$ cat src/rtl/sdram_pkg.sv
// Shared SDRAM command types: command layout, burst length and data width
// used by the requesters, the arbiter and the controller.
package sdram_pkg;

    localparam int BURST_LEN  = 8;
    localparam int DATA_WIDTH = 16;
    localparam int ADDR_WIDTH = 24;

    localparam logic READ_CMD  = 1'b1;
    localparam logic WRITE_CMD = 1'b0;

    // 1 + 24 + 16 + 1 = 42 bits
    typedef struct packed {
        logic                  rw;
        logic [ADDR_WIDTH-1:0] addr;
        logic [DATA_WIDTH-1:0] wdata;
        logic                  auto_pre;
    } sdram_cmd_t;

endpackage

$ cat src/rtl/sdram_cmd_arbiter_if.sv
// Bundle of requester-side, controller-side and read-return signals of the
// SDRAM command arbiter; slave is the arbiter's view, master the environment's.
interface sdram_cmd_arbiter_if #(
    parameter int NUM_REQ = 4
);
    localparam int CMD_W  = $bits(sdram_pkg::sdram_cmd_t);
    localparam int DATA_W = sdram_pkg::DATA_WIDTH;

    logic [NUM_REQ-1:0]       req_valid_i;
    logic [NUM_REQ-1:0]       req_ready_o;
    logic [NUM_REQ*CMD_W-1:0] req_cmd_i;
    logic                     ctrl_valid_o;
    logic                     ctrl_ready_i;
    logic [CMD_W-1:0]         ctrl_cmd_o;
    logic                     rd_valid_i;
    logic [DATA_W-1:0]        rd_data_i;
    logic [NUM_REQ-1:0]       rd_valid_o;
    logic [DATA_W-1:0]        rd_data_o;
    logic                     err_o;

    modport slave (
        input  req_valid_i, req_cmd_i, ctrl_ready_i, rd_valid_i, rd_data_i,
        output req_ready_o, ctrl_valid_o, ctrl_cmd_o, rd_valid_o, rd_data_o, err_o
    );

    modport master (
        output req_valid_i, req_cmd_i, ctrl_ready_i, rd_valid_i, rd_data_i,
        input  req_ready_o, ctrl_valid_o, ctrl_cmd_o, rd_valid_o, rd_data_o, err_o
    );

endinterface

$ cat src/rtl/sdram_cmd_arbiter.sv
// Round-robin SDRAM command arbiter with beat-locked write bursts and a tag FIFO
// that steers read returns. Define SDRAM_ARB_PRIO0_EN to give requester 0 fixed priority.
module sdram_cmd_arbiter #(
    parameter int NUM_REQ   = 4,
    parameter int BURST_LEN = sdram_pkg::BURST_LEN,
    parameter int TAG_DEPTH = 4
) (
    input  logic                clk_i,
    input  logic                rstn_i,
    sdram_cmd_arbiter_if.slave  bus
);

    localparam int CMD_W  = $bits(sdram_pkg::sdram_cmd_t);
    localparam int DATA_W = sdram_pkg::DATA_WIDTH;
    localparam int IDX_W  = (NUM_REQ > 1) ? $clog2(NUM_REQ) : 1;
    localparam int BEAT_W = (BURST_LEN > 1) ? $clog2(BURST_LEN) : 1;
    localparam int PTR_W  = (TAG_DEPTH > 1) ? $clog2(TAG_DEPTH) : 1;
    localparam logic [BEAT_W-1:0] LAST_BEAT = BEAT_W'(BURST_LEN - 1);
    localparam logic [PTR_W:0]    TAG_FULL  = (PTR_W + 1)'(TAG_DEPTH);

    typedef enum logic [0:0] {ST_IDLE = 1'b0, ST_GRANT = 1'b1} state_t;

    state_t               state_r, state_nx_s;
    logic [IDX_W-1:0]     grant_r, grant_nx_s;
    logic [IDX_W-1:0]     last_grant_r, last_nx_s;
    logic                 burst_rw_r, rw_nx_s;
    logic [BEAT_W-1:0]    beat_cnt_r, beat_nx_s;

    logic [IDX_W-1:0]     tag_mem_r [TAG_DEPTH];
    logic [PTR_W-1:0]     wr_ptr_r, rd_ptr_r;
    logic [PTR_W:0]       tag_cnt_r;
    logic [BEAT_W-1:0]    rd_beat_r;
    logic [NUM_REQ-1:0]   rd_valid_r;
    logic [DATA_W-1:0]    rd_data_r;
    logic                 err_r;

    sdram_pkg::sdram_cmd_t cmd_s [NUM_REQ];
    sdram_pkg::sdram_cmd_t ctrl_cmd_s;
    logic [NUM_REQ-1:0]   elig_s;
    logic [NUM_REQ-1:0]   req_ready_s;
    logic                 ctrl_valid_s;
    logic                 tag_full_s, tag_empty_s;
    logic [IDX_W-1:0]     rr_pick_s, pick_s, pos_s;
    logic                 pick_vld_s;
    logic                 push_s, pop_s, rd_hit_s;
    logic [IDX_W-1:0]     head_tag_s;
    logic [NUM_REQ-1:0]   rd_onehot_s;

    // Unpack commands and flag requesters that may win; reads wait while the tag FIFO is full.
    always_comb begin
        tag_full_s  = (tag_cnt_r == TAG_FULL);
        tag_empty_s = (tag_cnt_r == '0);
        for (int i = 0; i < NUM_REQ; i++) begin
            cmd_s[i]  = bus.req_cmd_i[i*CMD_W +: CMD_W];
            elig_s[i] = bus.req_valid_i[i] &&
                        !((cmd_s[i].rw == sdram_pkg::READ_CMD) && tag_full_s);
        end
    end

    // Round-robin pick: descending scan so the nearest index after last_grant wins.
    always_comb begin
        rr_pick_s = '0;
        pos_s     = '0;
        for (int k = NUM_REQ; k >= 1; k--) begin
            pos_s     = IDX_W'((int'(last_grant_r) + k) % NUM_REQ);
            rr_pick_s = elig_s[pos_s] ? pos_s : rr_pick_s;
        end
        pick_vld_s = |elig_s;
`ifdef SDRAM_ARB_PRIO0_EN
        if (elig_s[0]) begin
            pick_s = '0;
        end else begin
            pick_s = rr_pick_s;
        end
`else
        pick_s = rr_pick_s;
`endif
    end

    // Arbiter FSM next state and the combinational command-port outputs.
    always_comb begin
        state_nx_s   = state_r;
        grant_nx_s   = grant_r;
        last_nx_s    = last_grant_r;
        rw_nx_s      = burst_rw_r;
        beat_nx_s    = beat_cnt_r;
        ctrl_valid_s = 1'b0;
        ctrl_cmd_s   = '0;
        req_ready_s  = '0;
        push_s       = 1'b0;
        case (state_r)
            ST_IDLE: begin
                if (pick_vld_s) begin
                    grant_nx_s = pick_s;
                    rw_nx_s    = cmd_s[pick_s].rw;
                    state_nx_s = ST_GRANT;
                end else begin
                    state_nx_s = ST_IDLE;
                end
            end
            ST_GRANT: begin
                ctrl_valid_s         = bus.req_valid_i[grant_r];
                ctrl_cmd_s           = cmd_s[grant_r];
                ctrl_cmd_s.rw        = burst_rw_r;
                req_ready_s[grant_r] = bus.ctrl_ready_i;
                if (ctrl_valid_s && bus.ctrl_ready_i) begin
                    if (burst_rw_r == sdram_pkg::READ_CMD) begin
                        push_s     = 1'b1;
                        last_nx_s  = grant_r;
                        state_nx_s = ST_IDLE;
                    end else if (beat_cnt_r == LAST_BEAT) begin
                        beat_nx_s  = '0;
                        last_nx_s  = grant_r;
                        state_nx_s = ST_IDLE;
                    end else begin
                        beat_nx_s  = beat_cnt_r + BEAT_W'(1);
                    end
                end else begin
                    state_nx_s = ST_GRANT;
                end
            end
            default: begin
                state_nx_s = ST_IDLE;
            end
        endcase
    end

    // FSM state, grant and write-beat registers.
    always_ff @(posedge clk_i or negedge rstn_i) begin
        if (!rstn_i) begin
            state_r      <= ST_IDLE;
            grant_r      <= '0;
            last_grant_r <= IDX_W'(NUM_REQ - 1);
            burst_rw_r   <= 1'b0;
            beat_cnt_r   <= '0;
        end else begin
            state_r      <= state_nx_s;
            grant_r      <= grant_nx_s;
            last_grant_r <= last_nx_s;
            burst_rw_r   <= rw_nx_s;
            beat_cnt_r   <= beat_nx_s;
        end
    end

    assign head_tag_s  = tag_mem_r[rd_ptr_r];
    assign rd_hit_s    = bus.rd_valid_i && !tag_empty_s;
    assign pop_s       = rd_hit_s && (rd_beat_r == LAST_BEAT);
    assign rd_onehot_s = NUM_REQ'(1) << head_tag_s;

    // Tag FIFO of requester IDs with one entry per outstanding read.
    always_ff @(posedge clk_i or negedge rstn_i) begin
        if (!rstn_i) begin
            for (int i = 0; i < TAG_DEPTH; i++) begin
                tag_mem_r[i] <= '0;
            end
            wr_ptr_r  <= '0;
            rd_ptr_r  <= '0;
            tag_cnt_r <= '0;
            rd_beat_r <= '0;
        end else begin
            if (push_s) begin
                tag_mem_r[wr_ptr_r] <= grant_r;
                wr_ptr_r            <= wr_ptr_r + PTR_W'(1);
            end
            if (pop_s) begin
                rd_ptr_r <= rd_ptr_r + PTR_W'(1);
            end
            if (rd_hit_s) begin
                rd_beat_r <= pop_s ? '0 : rd_beat_r + BEAT_W'(1);
            end
            case ({push_s, pop_s})
                2'b10:   tag_cnt_r <= tag_cnt_r + (PTR_W + 1)'(1);
                2'b01:   tag_cnt_r <= tag_cnt_r - (PTR_W + 1)'(1);
                default: tag_cnt_r <= tag_cnt_r;
            endcase
        end
    end

    // Registered read return; untagged beats are dropped and latch the sticky error.
    always_ff @(posedge clk_i or negedge rstn_i) begin
        if (!rstn_i) begin
            rd_valid_r <= '0;
            rd_data_r  <= '0;
            err_r      <= 1'b0;
        end else begin
            rd_valid_r <= rd_hit_s ? rd_onehot_s : '0;
            if (rd_hit_s) begin
                rd_data_r <= bus.rd_data_i;
            end
            err_r <= err_r | (bus.rd_valid_i && tag_empty_s);
        end
    end

    assign bus.ctrl_valid_o = ctrl_valid_s;
    assign bus.ctrl_cmd_o   = ctrl_cmd_s;
    assign bus.req_ready_o  = req_ready_s;
    assign bus.rd_valid_o   = rd_valid_r;
    assign bus.rd_data_o    = rd_data_r;
    assign bus.err_o        = err_r;

endmodule

$ cat src/flat_wrapper.sv
// flat-port wrapper written by rule: the top's interface ports become plain ports
module sdram_cmd_arbiter_flat 
#(
    parameter int NUM_REQ   = 4,
    parameter int BURST_LEN = sdram_pkg::BURST_LEN,
    parameter int TAG_DEPTH = 4
)
  (clk_i, rstn_i, bus_req_valid_i, bus_req_cmd_i, bus_ctrl_ready_i, bus_rd_valid_i, bus_rd_data_i, bus_req_ready_o, bus_ctrl_valid_o, bus_ctrl_cmd_o, bus_rd_valid_o, bus_rd_data_o, bus_err_o);
  sdram_cmd_arbiter_if #(.NUM_REQ(NUM_REQ)) bus_i ();
  input  logic clk_i;
  input  logic rstn_i;
  input wire logic [$bits(bus_i.req_valid_i)-1:0] bus_req_valid_i;
  input wire logic [$bits(bus_i.req_cmd_i)-1:0] bus_req_cmd_i;
  input wire logic [$bits(bus_i.ctrl_ready_i)-1:0] bus_ctrl_ready_i;
  input wire logic [$bits(bus_i.rd_valid_i)-1:0] bus_rd_valid_i;
  input wire logic [$bits(bus_i.rd_data_i)-1:0] bus_rd_data_i;
  output wire logic [$bits(bus_i.req_ready_o)-1:0] bus_req_ready_o;
  output wire logic [$bits(bus_i.ctrl_valid_o)-1:0] bus_ctrl_valid_o;
  output wire logic [$bits(bus_i.ctrl_cmd_o)-1:0] bus_ctrl_cmd_o;
  output wire logic [$bits(bus_i.rd_valid_o)-1:0] bus_rd_valid_o;
  output wire logic [$bits(bus_i.rd_data_o)-1:0] bus_rd_data_o;
  output wire logic [$bits(bus_i.err_o)-1:0] bus_err_o;
  assign bus_i.req_valid_i = bus_req_valid_i;
  assign bus_i.req_cmd_i = bus_req_cmd_i;
  assign bus_i.ctrl_ready_i = bus_ctrl_ready_i;
  assign bus_i.rd_valid_i = bus_rd_valid_i;
  assign bus_i.rd_data_i = bus_rd_data_i;
  assign bus_req_ready_o = bus_i.req_ready_o;
  assign bus_ctrl_valid_o = bus_i.ctrl_valid_o;
  assign bus_ctrl_cmd_o = bus_i.ctrl_cmd_o;
  assign bus_rd_valid_o = bus_i.rd_valid_o;
  assign bus_rd_data_o = bus_i.rd_data_o;
  assign bus_err_o = bus_i.err_o;
  sdram_cmd_arbiter #(.NUM_REQ(NUM_REQ), .BURST_LEN(BURST_LEN), .TAG_DEPTH(TAG_DEPTH)) u_core (.clk_i(clk_i), .rstn_i(rstn_i), .bus(bus_i));
endmodule
$ cat config.mk
export PLATFORM = sky130hd
export DESIGN_NAME = sdram_cmd_arbiter_flat
export DESIGN_NICKNAME = d
export VERILOG_FILES = /design/src/rtl/sdram_pkg.sv /design/src/rtl/sdram_cmd_arbiter_if.sv /design/src/rtl/sdram_cmd_arbiter.sv /design/src/flat_wrapper.sv
export SDC_FILE = /design/constraint.sdc
export NUM_CORES = 1
export LEC_CHECK = 0
export CORE_MARGIN = 5
export CORE_UTILIZATION = 33
export CTS_BUF_LIST = sky130_fd_sc_hd__clkbuf_4
export CTS_CLUSTER_SIZE = 25
export DETAILED_ROUTE_END_ITERATION = 10
export GPL_ROUTABILITY_DRIVEN = 0
export MAX_ROUTING_LAYER = met4
export PLACE_DENSITY_LB_ADDON = 0.3
export SLEW_MARGIN = 40
export SYNTH_ARGS = -nofsm -noshare
export SYNTH_HDL_FRONTEND = slang
export SYNTH_SLANG_ARGS = --single-unit
$ cat constraint.sdc
create_clock -name clk_i -period 2.55 [get_ports clk_i]
set_clock_uncertainty 0.05 [all_clocks]
set_input_delay 0.765 -clock clk_i [delete_from_list [all_inputs] [get_ports clk_i]]
set_output_delay 0.765 -clock clk_i [all_outputs]
set_load 0.005 [all_outputs]
==> flow_metrics.env <==
export IMPL_status="finished, violations left"
export IMPL_worstSetupPathType="in -> out"
export IMPL_dp_hpwl_um=12900
export IMPL_synthSimpleGateAreaFrac=0.226
export IMPL_rsz0062_at_grt="yes"
export IMPL_slew_headroom=0.629
export IMPL_ys_flop_type="dfrtp_1"
export IMPL_grt_pass1_wl_um=22300
export IMPL_grt_max_degree=49
export IMPL_antenna_found_initial=6
export IMPL_crit_fanout=1
export IMPL_required_ns=1.74
export IMPL_portBuffers=259
export IMPL_avgViaCountPerCell=5.01
export IMPL_rows=38
export IMPL_clock_sinks=48
export IMPL_p_sw_frac=0.350
export IMPL_yosys_cell_types_count=52
export IMPL_powerDensity_nw_per_um2=873
export IMPL_syn2layout_area_growth_pct=81.0
export IMPL_hp_class="in -> async"
export IMPL_clk_latency_ns=0.36
export IMPL_avgSynthCellArea_um2=11.2
export IMPL_power_frac_clock=0.061
export IMPL_met1Wirelength_um=5950
export IMPL_synth_top_area_frac=0.313
export IMPL_p_int_mw=3.78
export IMPL_ir_drop_mv=0.477
export IMPL_synth_most_common_cell="nand2_1"
export IMPL_path_clk_slew_ns=0.14
export IMPL_grt_ovfl_total=0
export IMPL_period_minus_slack_ns=2.72
export IMPL_violations="setup timing"
export IMPL_synthesis_instances=327
export IMPL_post_route_period_util=1.07
export IMPL_synth_mux_area_frac=0.303
export IMPL_die_y_um=116
export IMPL_track_usage=0.227
export IMPL_tritoncts="yes"
export IMPL_yosys_area_top_type="dfrtp_1"
export IMPL_p_leak_nw=3.14
export IMPL_place_ws_ns=-0.616
export IMPL_synth_nets=529
export IMPL_yosys_top_cells_area="dfrtp_1 (31%), mux4_2 (27%), and2_1 (7.3%), nand2_1 (6.4%), ha_1 (3.1%)"
export IMPL_fillers=949
export IMPL_synthAdderAreaFrac=0.0361
export IMPL_io_pins=260
export IMPL_synth_compound_area_frac=0.0548
export IMPL_drive_above_1_share=0.305
export IMPL_hold_viol=0
export IMPL_wl_met2_um=7800
export IMPL_finalInstanceArea_um2=6660
export IMPL_setup_worst_path_end_class="primary output"
export IMPL_drv_slew=0
export IMPL_dieArea_um2=13400
export IMPL_synth_seq_area_share=0.327
export IMPL_placed_area_um2=6630
export IMPL_max_freq_ghz=0.368
export IMPL_synthXorXnorAreaFrac=0.0143
export IMPL_synth_edf_count=0
export IMPL_worst_pin_slew_ns=0.552
export IMPL_switchingPower_mw=2.04
export IMPL_cts_buffer_depth=2
export IMPL_finalWirelength_um=15100
export IMPL_rr_worst_depth=11
export IMPL_maxCapViolations=0
export IMPL_seqPwrFrac=0.236
export IMPL_drt_iter0_drc=161
export IMPL_setup_viol=43
export IMPL_wl_met3_um=1210
export IMPL_route_antenna_remaining_nets=0
export IMPL_grt_pass1_vias=3874
export IMPL_cp_start_kind="input port"
export IMPL_dr_pass1_iters=4
export IMPL_power_frac_comb=0.703
export IMPL_synth_cells_most_frequent="nand2_1 (63), dfrtp_1 (46), mux4_2 (44)"
export IMPL_start_util=0.338
export IMPL_async_flop_share=1.00
export IMPL_wire_per_inst_um=20.2
export IMPL_topRoutingLayerUsed="met4"
export IMPL_fp_dieW_um=116
export IMPL_htreeDepth=2
export IMPL_numCtsBuffers=5
export IMPL_cp_arrival_ns=1.90
export IMPL_synth_cell_area_um2=3680
export IMPL_final_nets=804
export IMPL_core_area_um2=10900
export IMPL_timing_final_ws_setup_ns=-0.166
export IMPL_clockRootBuffer="clkbuf_4"
export IMPL_via_count=3750
export IMPL_ys_seq_elements=48
export IMPL_synth_warnings=0
export IMPL_drcViolationCount=0
export IMPL_synth_top_family_by_area="multiplexers"
-- routing by layer --
layer	track usage	vias to the layer above
li1	-	1745
met1	0.275	1846
met2	0.398	147
met3	0.0418	12
met4	0.0485	0
met5	-	-
-- state kept, by name, indices dropped and copies added, names as in the netlist --
register,flops
u_core.burst_rw_r,1
u_core.grant_r,2
u_core.rd_beat_r,3
u_core.tag_cnt_r,3
u_core.beat_cnt_r,3
u_core.state_r,1
u_core.bus.rd_valid_o,4
u_core.rd_ptr_r,2
u_core.tag_mem_r,8
u_core.bus.rd_data_o,16
u_core.bus.err_o,1
u_core.last_grant_r,2
u_core.wr_ptr_r,2
-- critical path, stage by stage --
cell,delay (ns)
clkdlybuf4s50_1,0.39
mux4_2,0.46
and2_4,0.18
buf_6,0.11
-- layout make-up --
class                      instances  area (µm²)  area share
sequential                        48        1210       0.182
antenna                            5        12.5     0.00188
multi-input combinational        245        2430       0.365
clock buffer                       5        37.5     0.00564
inverter                          12        47.5     0.00714
clock inverter                     3        23.8     0.00357
timing repair buffer             290        2720       0.409
tap                              140         175      0.0263
-- power groups by stage --
stage          clock network (mW)  registers (mW)  logic [mW]
6_report                    0.352            1.37        4.09
3_5_place_dp                    0            1.39        3.91
5_1_grt                     0.405            1.42        4.43
3_3_place_gp                    0            1.37        3.84
2_1_floorplan                   0            1.30        2.04
4_1_cts                     0.367            1.37        3.93
-- path summary, 6_finish.rpt --
path,slack (ns),start,endpoint
worst max-delay path,-0.17,bus_req_cmd_i[111],bus_ctrl_cmd_o[27]
worst min-delay path,0.32,rstn_i,u_core.bus.rd_data_o[10]$_DFFE_PN0P_
worst max register to register,-0.12,u_core.grant_r[0]$_DFFE_PN0P_,u_core.tag_cnt_r[2]$_DFFE_PN0P_
worst min register to register,0.44,u_core.bus.err_o$_DFF_PN0_,u_core.bus.err_o$_DFF_PN0_
max in group asynchronous,1.53,rstn_i,u_core.wr_ptr_r[0]$_DFFE_PN0P_
min in group clk_i,0.44,u_core.bus.err_o$_DFF_PN0_,u_core.bus.err_o$_DFF_PN0_
-- logic make-up after synthesis --
| group | count (synthesis) |
|---|---|
| AOI/OAI and AO/OA | 29 |
| xor gates and xnor gates | 6 |
| adders and majority gates | 10 |
| buffers and inverters | 34 |
| DFF | 48 |
| muxes | 55 |
| and+or+nand+nor | 145 |
-- placed cells by master (no fill, tap or decap), drive strengths merged, types with 9 or more instances in the layout --
cell type and count:
o21ai 9, dlygate4sd2 133, inv 12, nand2 67, dfrtp 46, mux4 44, mux2 10, ha 9
and2 44, buf 75, clkdlybuf4s50 75
-- metrics by stage --
| step | util | instances | TNS [ns] | power (mW) | hold WS (ns) |
|---|---|---|---|---|---|
| 3_5_place_dp | 0.609 | 731 | -26.23 | 5.30 | 0.398 |
| 4_1_cts | 0.601 | 744 | -6.10 | 5.67 | 0.320 |
| 5_1_grt | 0.612 | 748 | -8.29 | 6.26 | 0.327 |
| 6_report | 0.612 | 748 | -4.81 | 5.81 | 0.321 |
| 3_3_place_gp | 0.609 | 731 | -25.60 | 5.21 | 0.387 |
| 2_1_floorplan | - | 327 | -0.233 | 3.34 | 0.400 |
-- timing repair --
item                       4_1_cts  5_1_grt
resized for setup              352       33
setup endpoints to repair       48       47
pin swaps                       30        1
hold buffers                     0        0
cloned                           1        0
buffers inserted                 4        0
(Power assumes the default switching activity.)
